$ cat config.mk
export PLATFORM = sky130hd
export DESIGN_NAME = prime_query_master
export DESIGN_NICKNAME = d
export VERILOG_FILES = /design/src/rtl/prime_query_master.sv
export SDC_FILE = /design/constraint.sdc
export NUM_CORES = 1
export LEC_CHECK = 0
export ABC_AREA = 1
export CORE_MARGIN = 2
export CORE_UTILIZATION = 55
export CTS_CLUSTER_DIAMETER = 150
export CTS_CLUSTER_SIZE = 25
export DETAILED_ROUTE_END_ITERATION = 7
export GPL_ROUTABILITY_DRIVEN = 0
export PLACE_DENSITY_LB_ADDON = 0.12
export SLEW_MARGIN = 20
export SYNTH_ARGS = -nofsm -noshare
export SYNTH_HDL_FRONTEND = slang
export SYNTH_SLANG_ARGS = --single-unit
$ cat constraint.sdc
create_clock -name clk -period 30.1 [get_ports clk]
set_clock_uncertainty 0.1 [all_clocks]
set_input_delay 6.02 -clock clk [delete_from_list [all_inputs] [get_ports clk]]
set_output_delay 6.02 -clock clk [all_outputs]
set_load 0.02 [all_outputs]
$ cat src/rtl/prime_query_master.sv
// prime_query_master: drives the nearest-prime query handshake over a range of
// Intake values. Each returned UpPrime/LowPrime pair is checked by trial
// division, and pass/fail statistics are kept.
//
// Ports
//   clk, reset            clock, asynchronous active-high reset
//   start                 begins a sweep; only sampled in IDLE/DONE
//   give_valid, Intake    query strobe (one cycle) and query value
//   UpPrime, LowPrime     responder result pair
//   out_valid             responder result valid (level)
//   busy, done            sweep in progress / sweep finished
//   pass_cnt, fail_cnt    saturating per-query statistics
//   first_fail            Intake of the first failing query, 0 if none
//   timeout_err           sticky, set when any query times out
//
// Optional feature: define PQM_GAP_CHECK_EN to also prove that no prime lies
// strictly between LowPrime and UpPrime (other than Intake itself).
module prime_query_master #(
    parameter int unsigned START   = 3,
    parameter int unsigned STOP    = 9972,
    parameter int unsigned STEP    = 1,
    parameter int unsigned TIMEOUT = 4096
) (
    input  logic        clk,
    input  logic        reset,
    input  logic        start,
    output logic        give_valid,
    output logic [13:0] Intake,
    input  logic [13:0] UpPrime,
    input  logic [13:0] LowPrime,
    input  logic        out_valid,
    output logic        busy,
    output logic        done,
    output logic [13:0] pass_cnt,
    output logic [13:0] fail_cnt,
    output logic [13:0] first_fail,
    output logic        timeout_err
);

    localparam int unsigned VW = 14;
    localparam int unsigned CW = 15;
    localparam int unsigned TW = (TIMEOUT > 1) ? $clog2(TIMEOUT) : 1;
    localparam logic [CW-1:0] MAX_PRIME = CW'(9973);
    localparam logic [VW-1:0] CNT_MAX   = '1;

    typedef enum logic [3:0] {
        IDLE, DRAIN, ISSUE, WAIT, CHK_UP, CHK_LOW, CHK_GAP, NEXT, DONE
    } state_t;

    state_t          state_q;
    logic [CW-1:0]   cur_q;
    logic [VW-1:0]   up_q, low_q;
    logic [CW-1:0]   div_q;
    logic [TW-1:0]   timer_q;
    logic            fail_q;
    logic            gv_q, busy_q, done_q, tout_q;
    logic [VW-1:0]   intake_q, pass_q, failc_q, ffail_q;
`ifdef PQM_GAP_CHECK_EN
    logic [CW-1:0]   gap_n_q;
`endif

    logic [CW-1:0]   up_ext_c, low_ext_c, chk_n_c, chk_rem_c, div_sq_c, next_cur_c;

    assign up_ext_c   = {1'b0, up_q};
    assign low_ext_c  = {1'b0, low_q};
    assign div_sq_c   = div_q * div_q;
    assign next_cur_c = cur_q + CW'(STEP);

    // One shared divider: the operand follows whichever check is active.
    always_comb begin
        chk_n_c = up_ext_c;
        if (state_q == CHK_LOW) chk_n_c = low_ext_c;
`ifdef PQM_GAP_CHECK_EN
        if (state_q == CHK_GAP) chk_n_c = gap_n_q;
`endif
        chk_rem_c = chk_n_c % div_q;
    end

    // Sweep sequencer, checker and statistics.
    always_ff @(posedge clk or posedge reset) begin
        if (reset) begin
            state_q  <= IDLE;
            cur_q    <= '0;
            up_q     <= '0;
            low_q    <= '0;
            div_q    <= CW'(2);
            timer_q  <= '0;
            fail_q   <= 1'b0;
            gv_q     <= 1'b0;
            busy_q   <= 1'b0;
            done_q   <= 1'b0;
            tout_q   <= 1'b0;
            intake_q <= '0;
            pass_q   <= '0;
            failc_q  <= '0;
            ffail_q  <= '0;
`ifdef PQM_GAP_CHECK_EN
            gap_n_q  <= '0;
`endif
        end else begin
            gv_q <= 1'b0;
            case (state_q)
                IDLE, DONE: begin
                    if (start) begin
                        pass_q  <= '0;
                        failc_q <= '0;
                        ffail_q <= '0;
                        tout_q  <= 1'b0;
                        cur_q   <= CW'(START);
                        busy_q  <= 1'b1;
                        done_q  <= 1'b0;
                        state_q <= DRAIN;
                    end
                end
                // Responder must be back to idle before the next strobe.
                DRAIN: begin
                    if (!out_valid) begin
                        intake_q <= VW'(cur_q);
                        gv_q     <= 1'b1;
                        state_q  <= ISSUE;
                    end
                end
                ISSUE: begin
                    timer_q <= '0;
                    fail_q  <= 1'b0;
                    state_q <= WAIT;
                end
                WAIT: begin
                    if (out_valid) begin
                        up_q    <= UpPrime;
                        low_q   <= LowPrime;
                        div_q   <= CW'(2);
                        state_q <= CHK_UP;
                    end else if (timer_q == TW'(TIMEOUT - 1)) begin
                        tout_q  <= 1'b1;
                        fail_q  <= 1'b1;
                        state_q <= NEXT;
                    end else begin
                        timer_q <= timer_q + TW'(1);
                    end
                end
                // Square test first so that small primes (d == n) pass.
                CHK_UP: begin
                    if (up_ext_c <= cur_q || up_ext_c > MAX_PRIME || (div_sq_c <= chk_n_c && chk_rem_c == '0)) begin
                        fail_q  <= 1'b1;
                        state_q <= NEXT;
                    end else if (div_sq_c > chk_n_c) begin
                        div_q   <= CW'(2);
                        state_q <= CHK_LOW;
                    end else begin
                        div_q   <= div_q + CW'(1);
                    end
                end
                CHK_LOW: begin
                    if (low_ext_c >= cur_q || low_ext_c < CW'(2) || (div_sq_c <= chk_n_c && chk_rem_c == '0)) begin
                        fail_q  <= 1'b1;
                        state_q <= NEXT;
                    end else if (div_sq_c > chk_n_c) begin
`ifdef PQM_GAP_CHECK_EN
                        div_q   <= CW'(2);
                        gap_n_q <= low_ext_c + CW'(1);
                        state_q <= CHK_GAP;
`else
                        state_q <= NEXT;
`endif
                    end else begin
                        div_q   <= div_q + CW'(1);
                    end
                end
`ifdef PQM_GAP_CHECK_EN
                // Every candidate strictly inside the gap, except the query, must be composite.
                CHK_GAP: begin
                    if (gap_n_q >= up_ext_c) begin
                        state_q <= NEXT;
                    end else if (gap_n_q == cur_q || (div_sq_c <= chk_n_c && chk_rem_c == '0)) begin
                        gap_n_q <= gap_n_q + CW'(1);
                        div_q   <= CW'(2);
                    end else if (div_sq_c > chk_n_c) begin
                        fail_q  <= 1'b1;
                        state_q <= NEXT;
                    end else begin
                        div_q   <= div_q + CW'(1);
                    end
                end
`endif
                NEXT: begin
                    if (fail_q) begin
                        if (failc_q != CNT_MAX) failc_q <= failc_q + VW'(1);
                        // A saturating counter never returns to zero, so zero means first fail.
                        if (failc_q == '0) ffail_q <= VW'(cur_q);
                    end else if (pass_q != CNT_MAX) begin
                        pass_q <= pass_q + VW'(1);
                    end
                    if (next_cur_c > CW'(STOP)) begin
                        done_q  <= 1'b1;
                        busy_q  <= 1'b0;
                        state_q <= DONE;
                    end else begin
                        cur_q   <= next_cur_c;
                        state_q <= DRAIN;
                    end
                end
                default: state_q <= IDLE;
            endcase
        end
    end

    assign give_valid  = gv_q;
    assign Intake      = intake_q;
    assign busy        = busy_q;
    assign done        = done_q;
    assign pass_cnt    = pass_q;
    assign fail_cnt    = failc_q;
    assign first_fail  = ffail_q;
    assign timeout_err = tout_q;

endmodule

==> flow_summary_export.csv <==
group,metric,value,unit
outcome,status,"completed",
global_routing,grt_pass1_vias,15604,
yosys,yosysTopAreaCell,"dfrtp_1",
floorplanning,fp.coreArea,30600,µm²
clock_tree,cts_buffers,17,
yosys,synth_area_leaders,"dfrtp_1 (20%), ha_1 (15%), nand2_1 (14%)",
clock_tree,clk_latency,0.43,ns
yosys,syn-num-nets,2752,
yosys,synthSimpleGateAreaFrac,30.3,%
floorplanning,die_w,180,µm
critical_path,endpoint_kind,"register",
yosys,ys_seq_area_share,19.8,%
hold_path,holdPathStages,2,
critical_path,r2r_slack,3.41,ns
critical_path,crit_path_max_incr_delay,0.56,ns
timing,post-route-period-util,88.7,%
floorplanning,start_util,55.8,%
clock_tree,clock-sinks,135,
drt,postRouteAntennaNets,0,
drt,first_pass_iters,6,
timing,setup_viol,0,
critical_path,cp.required,30.36,ns
global_routing,grt_start_max_net_pins,74,
hold_path,hold_end,"cur_q[14]$_DFFE_PP0P_",
placement,dp_hpwl,36.6,mm
critical_path,r2r_end,"div_q[9]$_DFFE_PP0P_",
yosys,synth_xor_area_share,5.69,%
timing,tns,0,ns
clock_tree,ctsHoldBuffers,0,
cells_and_area,area_growth,11.1,%
drt,avgRoutedWirePerCell,15.8,µm
timing,slew_headroom,30.9,%
timing,hold_slack,0.370,ns
critical_path,cp.arrival,26.95,ns
yosys,synth-compound-area-share,11.5,%
critical_path,reg2reg_depth,197,
yosys,synth_top_family_by_area,"simple AND/OR/NAND/NOR gates",
timing,worst_pin_slew,1.03,ns
clock_tree,cts_tree,"done",
critical_path,crit_buf_inv,22,
critical_path,worstSetupPathType,"register to register",
global_routing,grt_pass1_wl,77.0,mm
cells_and_area,fin_nets,2825,
yosys,synth_area,17100,µm²
drt,wl,46.3,mm
timing,rsz0062_at_grt,"no",
floorplanning,rows,64,
clock_tree,clk_pin_slew,0.06,ns
drt,dr_total_vias,16160,
floorplanning,die_h,180,µm
critical_path,crit_fanout,18,
floorplanning,boundaryPins,92,
hold_path,hold_path_class,"register to register",
floorplanning,dieArea,32500,µm²
global_routing,track_usage,28.6,%
drt,dr.first_iter.drc_count,1295,
cells_and_area,final_cell_mix,"nand2_1 (617), inv_1 (393), ha_1 (206)",
global_routing,globalRouteOverflowTotal,0,
clock_tree,htree_levels,4,
yosys,netlist_instances,2457,
hold_path,worstHoldStart,"cur_q[14]$_DFFE_PP0P_",
yosys,synthArstFlopShare,100,%
timing,drv_slew,0,
yosys,synth_edf_count,0,
yosys,muxShareOfSynthArea,0.132,%
global_routing,antenna_found_initial,0,
yosys,synth_top_area_share,19.6,%
drt,post_drt_via_cell_ratio,5.50,
critical_path,slowest_stage,"inv_1",
yosys,synthAdderAreaFrac,21.8,%
timing,hold_violations,0,
drt,drcViolationCount,0,
cells_and_area,drive_above_1_share,7.35,%
yosys,ys_ff_latch,135,
critical_path,startpoint_type,"register",
yosys,yosys_warnings,0,
critical_path,crit_family,"simple AND/OR/NAND/NOR gates",
critical_path,cpMostUsedCell,"nand2_1",
cells_and_area,insertedDiodeCount,0,
timing,fmax,37.5,MHz
critical_path,rr_startpoint,"div_q[7]$_DFFE_PP0P_",
timing,period_minus_slack,26.69,ns
placement,numPortBuffers,91,
clock_tree,cts_buffer_depth,2,
yosys,synth_top_flop_cell,"dfrtp_1",
job,maxCapViolCount,0,
yosys,syn_area_per_cell,6.95,µm²
yosys,ys_types,61,
clock_tree,cts.root.buffer_cell,"clkbuf_16",
cells_and_area,final_common_cell,"nand2_1",
sequential cells by signal, summed over array words and instances, names as in the netlist:
| register | flops |
|---|---|
| Intake | 14 |
| busy | 1 |
| cur_q | 15 |
| div_q | 15 |
| done | 1 |
| fail_cnt | 14 |
| fail_q | 1 |
| first_fail | 14 |
| give_valid | 1 |
| low_q | 14 |
| pass_cnt | 14 |
| state_q | 4 |
| timeout_err | 1 |
| timer_q | 12 |
| up_q | 14 |
worst register-to-register path: cells and delay by family (launching register included):
| family | cells | cell delay [ns] |
|---|---|---|
| fa+ha+maj | 14 | 4.32 |
| flops | 1 | 0.52 |
| simple gates | 130 | 13.82 |
| xor+xnor | 1 | 0.20 |
| compound gates | 30 | 4.73 |
| buf+inv | 22 | 2.95 |
area by class of cell:
class	instances	area [µm²]
Multi-Input combinational cell	1853	11900
Fill cell	2872	11600
Sequential cell	135	3380
Inverter	418	1590
Timing Repair Buffer	105	1020
Tap cell	396	495
Clock buffer	17	425
Clock inverter	15	178
stage by stage:
stage                     util (%)  instances  cell area [µm²]  setup WS [ns]
after floorplan                  -       2457            17100           7.43
after global placement        59.8       2901            18300           3.17
after detailed placement      59.8       2901            18300           2.08
after CTS                     61.7       2933            18900           2.00
after global routing          62.0       2939            19000         0.0389
final                         62.0       2939            19000           3.41
Yosys cell counts (all sizes together), types with 8 or more instances:
cell type,count
a21oi,115
o21ai,134
nor4,11
inv,410
buf,27
clkbuf,24
or2,28
nand4,32
o21bai,20
nand3,203
xnor2,44
xor2,67
fa,57
nor2,147
a21o,10
nor3,50
a2111oi,12
a31oi,9
ha,206
nand2,655
dfrtp,134
clkinv,8
per-layer routing:
metal  vias to the layer above  GRT usage, %  wire length [µm]
li1                       8123             -                 -
met1                      7488          40.6             22200
met2                       470          45.4             20500
met3                        79          4.35              2660
met4                         0          7.77               946
met5                         -             0                 0
logic make-up after synthesis:
logic type,count (synthesis)
simple gates,1143
buf+inv,469
compound gates,335
fa+ha+maj,263
flops,135
xor+xnor,111
mux,1
how the worst max path moves through the flow:
stage | startpoint | endpoint | slack [ns] | cells past startpoint
after floorplan | div_q[0]$_DFFE_PP0P_ | div_q[14]$_DFFE_PP0P_ | 7.43 | 198
after global placement | div_q[0]$_DFFE_PP0P_ | div_q[0]$_DFFE_PP0P_ | 3.17 | 189
after detailed placement | div_q[0]$_DFFE_PP0P_ | div_q[9]$_DFFE_PP0P_ | 2.08 | 189
after CTS | div_q[0]$_DFFE_PP0P_ | div_q[9]$_DFFE_PP0P_ | 2.00 | 189
after global routing | state_q[0]$_DFFE_PP0P_ | div_q[3]$_DFFE_PP0P_ | 0.04 | 202
final | div_q[7]$_DFFE_PP0P_ | div_q[9]$_DFFE_PP0P_ | 3.41 | 197
repair_timing:
item / CTS / global route
endpoints found under the setup margin: 0 / 20
setup buffers: 0 / 6
resized for setup: 0 / 13
Power is not shown: default switching activity piles up to over one toggle a cycle in this logic, so the estimate is an artifact.
